**src/rtl/compress_pkg.sv**
```systemverilog
// Shared types for the dictionary instruction compressor: FSM state
// encoding and the position of the hit flag in a default-width token.
package compress_pkg;

  typedef enum logic [1:0] {
    S_IDLE   = 2'd0,
    S_SEARCH = 2'd1,
    S_EMIT   = 2'd2
  } state_e;

  // Token bit WIDTH carries the hit flag; for the default 32-bit instruction that is bit 32.
  localparam int HIT_BIT = 32;

endpackage

```
**src/rtl/comparator.sv**
```systemverilog
// Plain WIDTH-bit equality comparator shared by the compressor datapath.
module comparator #(
  parameter int WIDTH = 32
) (
  input  logic [WIDTH-1:0] a_i,
  input  logic [WIDTH-1:0] b_i,
  output logic             eq_o
);

  assign eq_o = (a_i == b_i);

endmodule

```
**src/rtl/instr_compressor.sv**
```systemverilog
// Dictionary-based instruction compressor: walks the dictionary one entry per
// cycle and emits either a hit token (index) or a miss token (raw instruction).
//
// state    | meaning
// ---------+---------------------------------------------------------------
// S_IDLE   | ready for an instruction; dictionary writes accepted
// S_SEARCH | comparing dict[idx] against the captured instruction
// S_EMIT   | token on out_data, waiting for out_ready
module instr_compressor
  import compress_pkg::*;
#(
  parameter  int WIDTH     = 32,
  parameter  int DICT_SIZE = 16,
  localparam int IDX_W     = $clog2(DICT_SIZE)
) (
  input  logic             clk,
  input  logic             reset,
  input  logic             in_valid,
  input  logic [WIDTH-1:0] in_data,
  output logic             in_ready,
  input  logic             dict_we,
  input  logic [IDX_W-1:0] dict_addr,
  input  logic [WIDTH-1:0] dict_wdata,
  output logic             out_valid,
  output logic [WIDTH:0]   out_data,
  input  logic             out_ready,
  output logic [15:0]      hit_count,
  output logic [15:0]      miss_count
);

  state_e               state_q, state_d;
  logic [IDX_W-1:0]     idx_q, idx_d;
  logic [WIDTH-1:0]     instr_q, instr_d;
  logic [WIDTH:0]       out_data_q, out_data_d;
  logic [15:0]          hit_q, hit_d;
  logic [15:0]          miss_q, miss_d;

  logic [WIDTH-1:0]     dict_q [DICT_SIZE];
  logic [DICT_SIZE-1:0] dict_vld_q;

  logic dict_wr;
  logic cmp_eq;
  logic match;
  logic last_idx;

  assign dict_wr  = dict_we && (state_q == S_IDLE);
  assign match    = cmp_eq && dict_vld_q[idx_q];
  assign last_idx = (idx_q == IDX_W'(DICT_SIZE - 1));

  comparator #(.WIDTH(WIDTH)) u_cmp (
    .a_i  (dict_q[idx_q]),
    .b_i  (instr_q),
    .eq_o (cmp_eq)
  );

  // Entry data is intentionally not reset; the valid bits gate every compare.
  always_ff @(posedge clk) begin
    if (dict_wr) dict_q[dict_addr] <= dict_wdata;
  end

  always_ff @(posedge clk or posedge reset) begin
    if (reset) begin
      dict_vld_q <= '0;
    end else if (dict_wr) begin
      dict_vld_q[dict_addr] <= 1'b1;
    end
  end

  always_ff @(posedge clk or posedge reset) begin
    if (reset) begin
      state_q    <= S_IDLE;
      idx_q      <= '0;
      instr_q    <= '0;
      out_data_q <= '0;
      hit_q      <= '0;
      miss_q     <= '0;
    end else begin
      state_q    <= state_d;
      idx_q      <= idx_d;
      instr_q    <= instr_d;
      out_data_q <= out_data_d;
      hit_q      <= hit_d;
      miss_q     <= miss_d;
    end
  end

  always_comb begin
    state_d    = state_q;
    idx_d      = idx_q;
    instr_d    = instr_q;
    out_data_d = out_data_q;
    hit_d      = hit_q;
    miss_d     = miss_q;
    case (state_q)
      S_IDLE: begin
        if (in_valid) begin
          instr_d = in_data;
          idx_d   = '0;
          state_d = S_SEARCH;
        end
      end
      S_SEARCH: begin
        // Ascending walk with early exit makes the lowest matching index win.
        if (match) begin
          out_data_d             = '0;
          out_data_d[WIDTH]      = 1'b1;
          out_data_d[IDX_W-1:0]  = idx_q;
          state_d                = S_EMIT;
        end else if (last_idx) begin
          out_data_d = {1'b0, instr_q};
          state_d    = S_EMIT;
        end else begin
          idx_d = idx_q + IDX_W'(1);
        end
      end
      S_EMIT: begin
        if (out_ready) begin
          state_d = S_IDLE;
          if (out_data_q[WIDTH]) hit_d  = hit_q + 16'd1;
          else                   miss_d = miss_q + 16'd1;
        end
      end
      default: state_d = S_IDLE;
    endcase
  end

  assign in_ready   = (state_q == S_IDLE);
  assign out_valid  = (state_q == S_EMIT);
  assign out_data   = out_data_q;
  assign hit_count  = hit_q;
  assign miss_count = miss_q;

endmodule

```
**config.mk**
```make
export PLATFORM = sky130hd
export DESIGN_NAME = instr_compressor
export DESIGN_NICKNAME = d
export VERILOG_FILES = /design/src/rtl/compress_pkg.sv /design/src/rtl/comparator.sv /design/src/rtl/instr_compressor.sv
export SDC_FILE = /design/constraint.sdc
export NUM_CORES = 1
export LEC_CHECK = 0
export ABC_AREA = 1
export BUFFER_PORTS_ARGS = -buffer_cell sky130_fd_sc_hd__buf_2
export CAP_MARGIN = 5
export CORE_MARGIN = 10
export CORE_UTILIZATION = 40
export DETAILED_ROUTE_END_ITERATION = 16
export MAX_ROUTING_LAYER = met4
export PLACE_DENSITY_LB_ADDON = 0.05
export SLEW_MARGIN = 5
export SYNTH_ARGS = -nofsm -noshare
export SYNTH_HDL_FRONTEND = slang
export SYNTH_SLANG_ARGS = --single-unit
```
**constraint.sdc**
```tcl
create_clock -name clk -period 11.53 [get_ports clk]
set_clock_uncertainty 0.1 [all_clocks]
set_input_delay 1.7295 -clock clk [delete_from_list [all_inputs] [get_ports clk]]
set_output_delay 1.7295 -clock clk [all_outputs]
set_load 0.01 [all_outputs]
```
==> results of run 1 <==
[path summary, 6_finish.rpt]
kind | start | to | depth (start not counted)
setup / recovery | idx_q[0] | idx_q[1] | 17
hold / removal | dict_vld_q[4] | dict_vld_q[4] | 2
setup reg to reg | idx_q[0] | idx_q[1] | 17
hold reg to reg | dict_vld_q[4] | dict_vld_q[4] | 2
max in group asynchronous | reset | miss_count[7] | 3
min in group asynchronous | reset | dict_vld_q[6] | 2
[synthesized netlist by cell type]
cell	n
nor2_1	200
and3_1	1
buf_2	75
xor2_1	18
nand4_1	38
nand3_4	1
buf_4	3
o21a_1	1
nor2_4	2
inv_4	1
nor2_2	2
inv_2	2
nor3b_1	2
clkinv_1	1
o21ai_1	31
ha_1	3
a21oi_1	17
o311ai_1	1
nand3_1	345
edfxtp_1	512
or2_2	2
o21ai_0	114
clkbuf_1	42
nor3_1	2
o211ai_1	39
nand2_1	707
dfrtp_1	119
xnor2_1	9
nand3_2	1
inv_1	255
or2_0	1
o2bb2ai_1	1
buf_1	11
[flip-flops by register name, summed over array words and instances (netlist names)]
signal,count
dict_q,512
out_data,33
instr_q,32
dict_vld_q,16
hit_count,16
miss_count,16
idx_q,4
state_q,2
[metrics by stage]
step / cells / hold WS (ns) / instance area [um^2]
2_1_floorplan: 2559 / 0.327 / 26800
3_3_place_gp: 3464 / 0.339 / 28400
3_5_place_dp: 3464 / 0.351 / 28400
4_1_cts: 3595 / 0.366 / 30700
5_1_grt: 3598 / 0.376 / 30700
6_report: 3598 / 0.358 / 30700
[logic make-up after synthesis]
family / count (synthesis) / synth area share, %
adders and majority gates: 3 / 0.140
xor gates and xnor gates: 27 / 0.882
and+or+nand+nor: 1304 / 20.4
buffers and inverters: 390 / 5.86
DFF: 631 / 68.5
AOI/OAI and AO/OA: 204 / 4.21
[worst max-delay path, stage by stage, from the launching register on]
cell and delay, ns:
dfrtp_4 0.43, buf_4 0.71, buf_4 0.76, buf_4 0.81, nor2_1 0.12, nor2_1 0.11
o21ai_0 0.10, nand3_1 0.10, nand3_1 0.08, nand2_1 0.11, o2bb2ai_1 0.11, nor2_1 0.12
nand2_1 0.09, nor2_4 0.29, nand3_2 0.68, nand3_1 0.43, nand3_1 0.11, nand2_1 0.10
[layer usage]
metal  wire (um)  up-vias  global-route usage [%]
met5           0        -                       -
met4        1330        0                    5.11
met3        5110       98                    3.44
met2       35100      557                    30.6
met1       38400     9208                    29.8
li1            -     8837                       -
[final cells by class]
cell class,instances,area share [%]
tap,864,3.52
clock inverter,29,0.774
sequential,631,59.8
timing repair buffer,172,3.07
antenna,3,0.0244
inverter,259,3.20
multi-input combinational,1538,22.8
clock buffer,102,6.81
[where the power goes]
| group | total [mW] | internal (mW) | switching (mW) |
|---|---|---|---|
| sequential | 2.75 | 2.60 | 0.149 |
| combinational | 2.33 | 0.650 | 1.68 |
| clock | 2.26 | 1.35 | 0.907 |
[placed cells by master (no fill, tap or decap), types with 3 or more instances in the layout]
cell,Yosys,layout
nand2_1,707,707
clkinv_1,1,13
buf_4,3,33
o211ai_1,39,39
clkbuf_1,42,20
a21oi_1,17,17
clkbuf_8,0,3
edfxtp_1,512,512
nand3_1,345,345
dfrtp_1,119,115
o21ai_0,114,114
ha_1,3,3
diode_2,0,3
buf_2,75,139
nor2_4,2,18
xor2_1,18,18
nor2_1,200,182
clkinv_2,0,11
bufinv_16,0,4
nor2_2,2,4
xnor2_1,9,9
inv_6,0,3
clkbuf_16,0,79
o21ai_1,31,31
nand4_1,38,38
inv_1,255,253
==> impl_metrics.csv, run 1 <==
group,metric,value,unit
clock_network,cts_resized,0,
yosys,ys_seq_area_share,68.5,%
yosys,syn_area_per_cell,10.5,um^2
setup_path,cp.required,11.95,ns
clock_network,clock_latency,0.61,ns
floorplan,die_y,279,um
layout,fin_nets,2751,
yosys,synth_top_area_share,57.4,%
yosys,yosysTopAreaCell,"edfxtp_1",
global_route,grt_first_pass_wirelength,118000,um
yosys,syn-instance-count,2559,
setup_path,cp_max_fo,84,
yosys,synth.area.top_cells,"edfxtp_1 (57%), dfrtp_1 (11%), nand2_1 (9.9%)",
sta,fmax,176,MHz
layout,area_delta_synth_final,14.6,%
worst_hold_path,min_path_type,"reg2reg",
route,vias,18700,
global_route,grt_pass1_vias,17600,
clock_network,clock_sinks,631,
layout,fin_util,46.5,%
placement,dpl_worst_slack,5.87,ns
clock_network,clk_pin_slew,0.06,ns
clock_network,htreeDepth,3,
floorplan,fp-row-count,94,
yosys,synth-seq-cells,631,
sta,layout_setup_ws,5.85,ns
layout,multiInputGateArea,7010,um^2
floorplan,start_util,40.6,%
sta,worst_pin_slew,1.26,ns
sta,hold_violations,0,
route,via_per_inst,5.20,
yosys,ys_types,33,
clock_network,clock_path_buffers,3,
floorplan,core_area,66100,um^2
power,leakagePower,12.8,nW
floorplan,ios,140,
layout,fillers,6126,
clock_network,cts_buffers,73,
global_route,grtUsageTotal,20.8,%
setup_path,start_kind,"register",
route,wl,79900,um
setup_path,crit_type,"reg2reg",
route,wire_per_inst,22.2,um
placement,place.gp.congestion,0.786,
global_route,antenna_found_initial,4,
clock_network,cts-root-buf,"clkbuf_16",
placement,port_buffers,139,
power,vdd_drop_max,0.000119,V
job,maxCapViolCount,0,
global_route,grt_max_degree,95,
setup_path,worstPathArrival,6.10,ns
sta,slew_violations,0,
clock_network,postCtsHoldBufs,0,
layout,seqCellArea,18400,um^2
outcome,status,"complete, no violations",
sta,setup_viol,0,
yosys,syn_area,26800,um^2
power,power_density,239,nW/um^2
placement,hpwl,43300,um
clock_network,tritoncts,"yes",
route,drtAntennaViolNets,0,
sta,fin_crit,5.68,ns
floorplan,fp.dieW,279,um
power,p_total,7.34,mW
sta,post-route-period-util,49.2,%
layout,drive_gt1_share,11.2,%
route,drt-pass1-iter-count,5,
floorplan,die_area,77800,um^2
sta,rsz0062_at_grt,"no",
sta,slew_headroom,15.9,%
route,drt_iter0_drc,1729,
route,drc,0,
setup_path,r2r_slack,5.85,ns
yosys,ys_warn_count,0,
setup_path,end_kind,"register",
clock_network,post_cts_buffers,0,
sta,setup_tns,0,ns
yosys,syn-num-nets,2635,
global_route,grt_overflow,0,
(Power assumes the default switching activity.)
==> run 2, diff against run 1 <==
- clock period: 11.53 -> 5.32 ns (I/O delays scaled with it)
==> run 2 against run 1 <==
Against the previous run: final cell count is 0.36% higher; final area is 0.23% higher; worst setup slack worse by 4.6 ns; combinational power is 120% higher; first-iteration DRC count is 2.5% higher; die area stayed put; clock power is 100% higher; critical path type unchanged; maximum frequency is 39% higher; count of clock-buffer cells in the layout is 6 lower; worst hold slack worse by 0.060 ns; highest routed layer unchanged.
==> impl_metrics.csv, run 2 (synthesized netlist as in run 1, its figures left out) <==
group,metric,value,unit
outcome,status,"complete, no violations",
setup_path,cpMaxStageDelayCell,"inv_6",
sta,fmax,246,MHz
route,wire_per_inst,22.0,um
sta,worst_pin_slew,1.16,ns
floorplan,core_area,66100,um^2
worst_hold_path,hp-start,"in_data[24]",
route,drt-pass1-iter-count,5,
setup_path,startpoint,"idx_q[0]",
layout,drive_gt1_share,11.4,%
power,swShare,38.0,%
setup_path,worstPathArrival,4.47,ns
worst_hold_path,holdPathStages,3,
sta,post-route-period-util,76.6,%
power,clock_power_share,29.2,%
layout,fillers,6203,
power,vdd_drop_max,0.000384,V
setup_path,crit_type,"reg2reg",
floorplan,die_area,77800,um^2
global_route,grt_overflow,0,
route,drt_iter0_drc,1772,
setup_path,end_kind,"register",
placement,hpwl,47600,um
global_route,grt_first_pass_wirelength,119000,um
route,drc,0,
power,leakagePower,12.8,nW
placement,dpl-instance-area,28600,um^2
setup_path,timing.critical_path.mode_cell,"nand2_1",
setup_path,start_kind,"register",
placement,port_buffers,139,
sta,fin_crit,4.07,ns
power,power_density,510,nW/um^2
route,via_per_inst,5.16,
power,power_frac_comb,32.8,%
floorplan,start_util,40.6,%
setup_path,cp.required,5.72,ns
layout,area_delta_synth_final,14.8,%
floorplan,fp.dieW,279,um
clock_network,cts_resized,0,
clock_network,postCtsHoldBufs,1,
sta,hold_violations,0,
sta,setup_tns,0,ns
global_route,grt_pass1_vias,18100,
layout,layout_commonest_cell,"nand2_1",
clock_network,htreeDepth,3,
setup_path,cp_slowest_stage_delay,0.62,ns
clock_network,tritoncts,"yes",
sta,slew_violations,0,
layout,regMostFlops,"dict_q",
power,p_switching,5.97,mW
clock_network,post_cts_buffers,0,
route,vias,18600,
placement,place.gp.congestion,0.820,
floorplan,ios,140,
clock_network,cts_buffers,73,
power,p_seq_share,38.0,%
job,maxCapViolCount,0,
layout,fin_util,46.6,%
floorplan,die_y,279,um
global_route,antenna_found_initial,4,
global_route,grtUsageTotal,20.9,%
clock_network,cts-root-buf,"clkbuf_16",
layout,final_area,30800,um^2
sta,rsz0062_at_grt,"no",
worst_hold_path,min_path_type,"in2reg",
layout,fin_nets,2763,
global_route,grt_max_degree,177,
route,drtAntennaViolNets,0,
sta,setup_viol,0,
clock_network,clock_sinks,631,
clock_network,clock_latency,0.62,ns
clock_network,clock_path_buffers,3,
setup_path,crit_chain,"inv_6, buf_12, nand2_1, nand2_1, nand2_1, nand3_1, nand3_1, nand3_1, nand2_1, nor2_1, nand3_1, nor2_1, nand3_2, buf_4, nand2_1, nand2_1, nand2_1, nand2_1",
sta,slew_headroom,22.3,%
clock_network,clk_pin_slew,0.06,ns
setup_path,cp_max_fo,103,
layout,layoutNonFillerInstCount,3611,
placement,dp.cells,3475,
setup_path,r2r_start,"idx_q[0]",
setup_path,r2r_cells,18,
power,internal_power,9.74,mW
route,wl,79500,um
layout,layout_common_cells,"nand2_1 (707), edfxtp_1 (512), nand3_1 (345)",
floorplan,fp-row-count,94,
layout,largest_reg_flops,512,
==> run 2: metal layers <==
layer | track usage, % | vias to the layer above | wire length, um
met5 | - | - | 0
met3 | 3.22 | 119 | 4260
met4 | 5.13 | 0 | 1670
met2 | 31.0 | 526 | 35400
met1 | 29.7 | 9102 | 38100
li1 | - | 8873 | -
==> run 2: cell type report <==
class | instances | area [um^2] | share of cell area, %
repair buffers | 184 | 1200 | 3.89
multi-input cells | 1538 | 7010 | 22.8
inverters | 259 | 982 | 3.19
diodes | 2 | 5.00 | 0.0163
clock inverters | 37 | 216 | 0.703
flip-flops and latches | 631 | 18400 | 59.6
clock buffers | 96 | 1930 | 6.28
well taps | 864 | 1080 | 3.51
==> run 2: final timing paths <==
path | to | slack, ns
max reg2reg | out_data[2] | 1.25
min in group asynchronous | dict_vld_q[15] | 0.54
max | out_data[2] | 1.25
min | instr_q[24] | 0.30
max in group asynchronous | idx_q[1] | 3.33
min reg2reg | dict_vld_q[3] | 0.36
==> run 2: per-stage QoR <==
step,hold slack [ns],power [mW],setup slack [ns]
after global routing,0.310,16.7,0.937
after global placement,0.339,11.2,1.15
after CTS,0.264,15.8,1.22
final,0.298,15.7,1.25
after detailed placement,0.345,11.2,1.12
after floorplan,0.327,9.32,1.26
==> run 2: power by group through the flow <==
stage / Combinational, mW / Clock, mW / Sequential (mW)
after floorplan: 3.40 / 0 / 5.92
after global placement: 5.15 / 0 / 6.06
after detailed placement: 5.16 / 0 / 6.06
after CTS: 5.18 / 4.69 / 5.97
after global routing: 5.78 / 4.89 / 6.00
final: 5.15 / 4.59 / 5.97
==> run 2: critical path: cells and delay by family (launching register included) <==
family	cells	cell delay, ns
and+or+nand+nor	15	1.98
buffers and inverters	3	1.28
DFF	1	0.53
==> run 3, diff against run 2 <==
- clock period: 5.32 -> 4.2 ns (I/O delays scaled with it)
==> run 3 against run 2 <==
Against the previous run: worst setup slack worse by 0.60 ns; sequential power is 27% higher; clock power is 31% higher; combinational power is 32% higher; worst hold slack worse by 0.19 ns; register-to-register slack worse by 0.60 ns; die area stayed put; largest power group unchanged.
==> impl_metrics.csv, run 3 (synthesized netlist as in run 1, its figures left out) <==
group,metric,value,unit
setup_path,rr_endpoint,"out_data[22]",
placement,hpwl,46500,um
route,via_per_inst,5.19,
sta,post-route-period-util,84.5,%
clock_network,clock_latency,0.61,ns
job,maxCapViolCount,0,
route,drt-pass1-iter-count,5,
sta,worst_pin_slew,1.20,ns
layout,layout_commonest_cell,"nand2_1",
placement,dpl_worst_slack,0.735,ns
setup_path,start_kind,"register",
clock_network,clock_path_buffers,3,
global_route,grt_pass1_vias,17800,
outcome,status,"complete, no violations",
power,leakagePower,13.0,nW
clock_network,post_cts_buffers,0,
setup_path,worstPathArrival,3.94,ns
layout,fillers,6102,
clock_network,cts-root-buf,"clkbuf_16",
sta,setup_viol,0,
global_route,grt_first_pass_wirelength,119000,um
layout,fin_util,47.1,%
setup_path,r2r_start,"idx_q[0]",
clock_network,clock_sinks,631,
power,p_total,20.4,mW
sta,setup_tns,0,ns
clock_network,tritoncts,"yes",
placement,place.gp.congestion,0.818,
clock_network,clk_pin_slew,0.06,ns
setup_path,r2r_cells,20,
global_route,grt_max_degree,86,
route,drc,0,
sta,rsz0062_at_grt,"no",
layout,regMostFlops,"dict_q",
layout,drive_gt1_share,12.0,%
setup_path,cp_max_fo,34,
clock_network,cts_resized,0,
setup_path,crit_chain,"inv_6, buf_12, buf_4, buf_4, nand2_1, nand2_1, nand2_1, nand3_1, nand3_1, nand3_1, nand2_1, nor2_1, nand2_1, nor2_1, nand2_1, nor2_4, nand3_4, buf_4, nand3_1, nand2_1",
layout,layout_common_cells,"nand2_1 (707), edfxtp_1 (512), nand3_1 (345)",
layout,fin_nets,2777,
floorplan,die_y,279,um
floorplan,die_area,77800,um^2
sta,hold_violations,0,
setup_path,timing.critical_path.mode_cell,"nand2_1",
clock_network,cts_buffers,71,
floorplan,core_area,66100,um^2
clock_network,postCtsHoldBufs,0,
power,power_density,654,nW/um^2
floorplan,ios,140,
route,wire_per_inst,22.1,um
sta,fmax,282,MHz
setup_path,cp_slowest_stage_delay,0.61,ns
route,vias,18800,
route,drt_iter0_drc,1566,
setup_path,r2r_slack,0.65,ns
worst_hold_path,min_path_type,"in2async",
route,drtAntennaViolNets,0,
global_route,antenna_found_initial,5,
global_route,grtUsageTotal,20.9,%
clock_network,htreeDepth,3,
layout,area_delta_synth_final,16.1,%
sta,fin_crit,3.55,ns
route,wl,79900,um
floorplan,fp-row-count,94,
floorplan,start_util,40.6,%
floorplan,fp.dieW,279,um
layout,largest_reg_flops,512,
power,vdd_drop_max,0.000321,V
global_route,grt_overflow,0,
sta,layout_setup_ws,0.651,ns
setup_path,end_kind,"register",
setup_path,cp.required,4.59,ns
sta,slew_violations,0,
setup_path,cpMaxStageDelayCell,"dfrtp_4",
setup_path,crit_type,"reg2reg",
placement,port_buffers,139,
sta,slew_headroom,19.9,%
run 3: critical path, delay by kind of cell (launching register included):
kind,cells,cell delay [ns]
buffers and inverters,5,1.08
flip-flops,1,0.61
AND/OR/NAND/NOR,15,1.59
run 3: how the worst max path moves through the flow:
stage | start | endpoint | slack [ns] | cells past startpoint
6_report | idx_q[0] | out_data[22] | 0.65 | 20
5_1_grt | idx_q[0] | out_data[0] | 0.34 | 19
4_1_cts | idx_q[0] | out_data[23] | 0.72 | 17
3_5_place_dp | idx_q[0] | out_data[22] | 0.73 | 19
3_3_place_gp | idx_q[0] | out_data[0] | 0.75 | 17
2_1_floorplan | reset | dict_vld_q[0] | 0.31 | 1
run 3: layer usage:
layer	part of all wire (%)	track usage, %	vias to the layer above
met2	43	30.1	614
met4	2.6	6.23	0
met1	47	29.6	9142
li1	-	-	8883
met5	0	-	-
met3	6.8	3.84	122
run 3: per-stage QoR:
step | instances | hold slack (ns) | cell area (um^2)
2_1_floorplan | 2559 | 0.327 | 26800
3_3_place_gp | 3492 | 0.341 | 28900
3_5_place_dp | 3492 | 0.347 | 28900
4_1_cts | 3615 | 0.124 | 31100
5_1_grt | 3618 | 0.146 | 31100
6_report | 3618 | 0.112 | 31100
run 3: cell type report:
cell class	count	area, um^2	share of cell area [%]
clock buffers	95	2000	6.44
multi-input cells	1538	7010	22.5
inverters	259	982	3.16
repair buffers	200	1450	4.67
clock inverters	28	225	0.724
well taps	864	1080	3.47
flip-flops and latches	631	18400	59.0
diodes	3	7.51	0.0241
run 3: power breakdown:
group          total, mW  switching (mW)  internal [mW]
Combinational       6.81            4.72           2.09
Clock               6.00            2.47           3.53
Sequential          7.56           0.418           7.14
Total               20.4            7.61           12.8
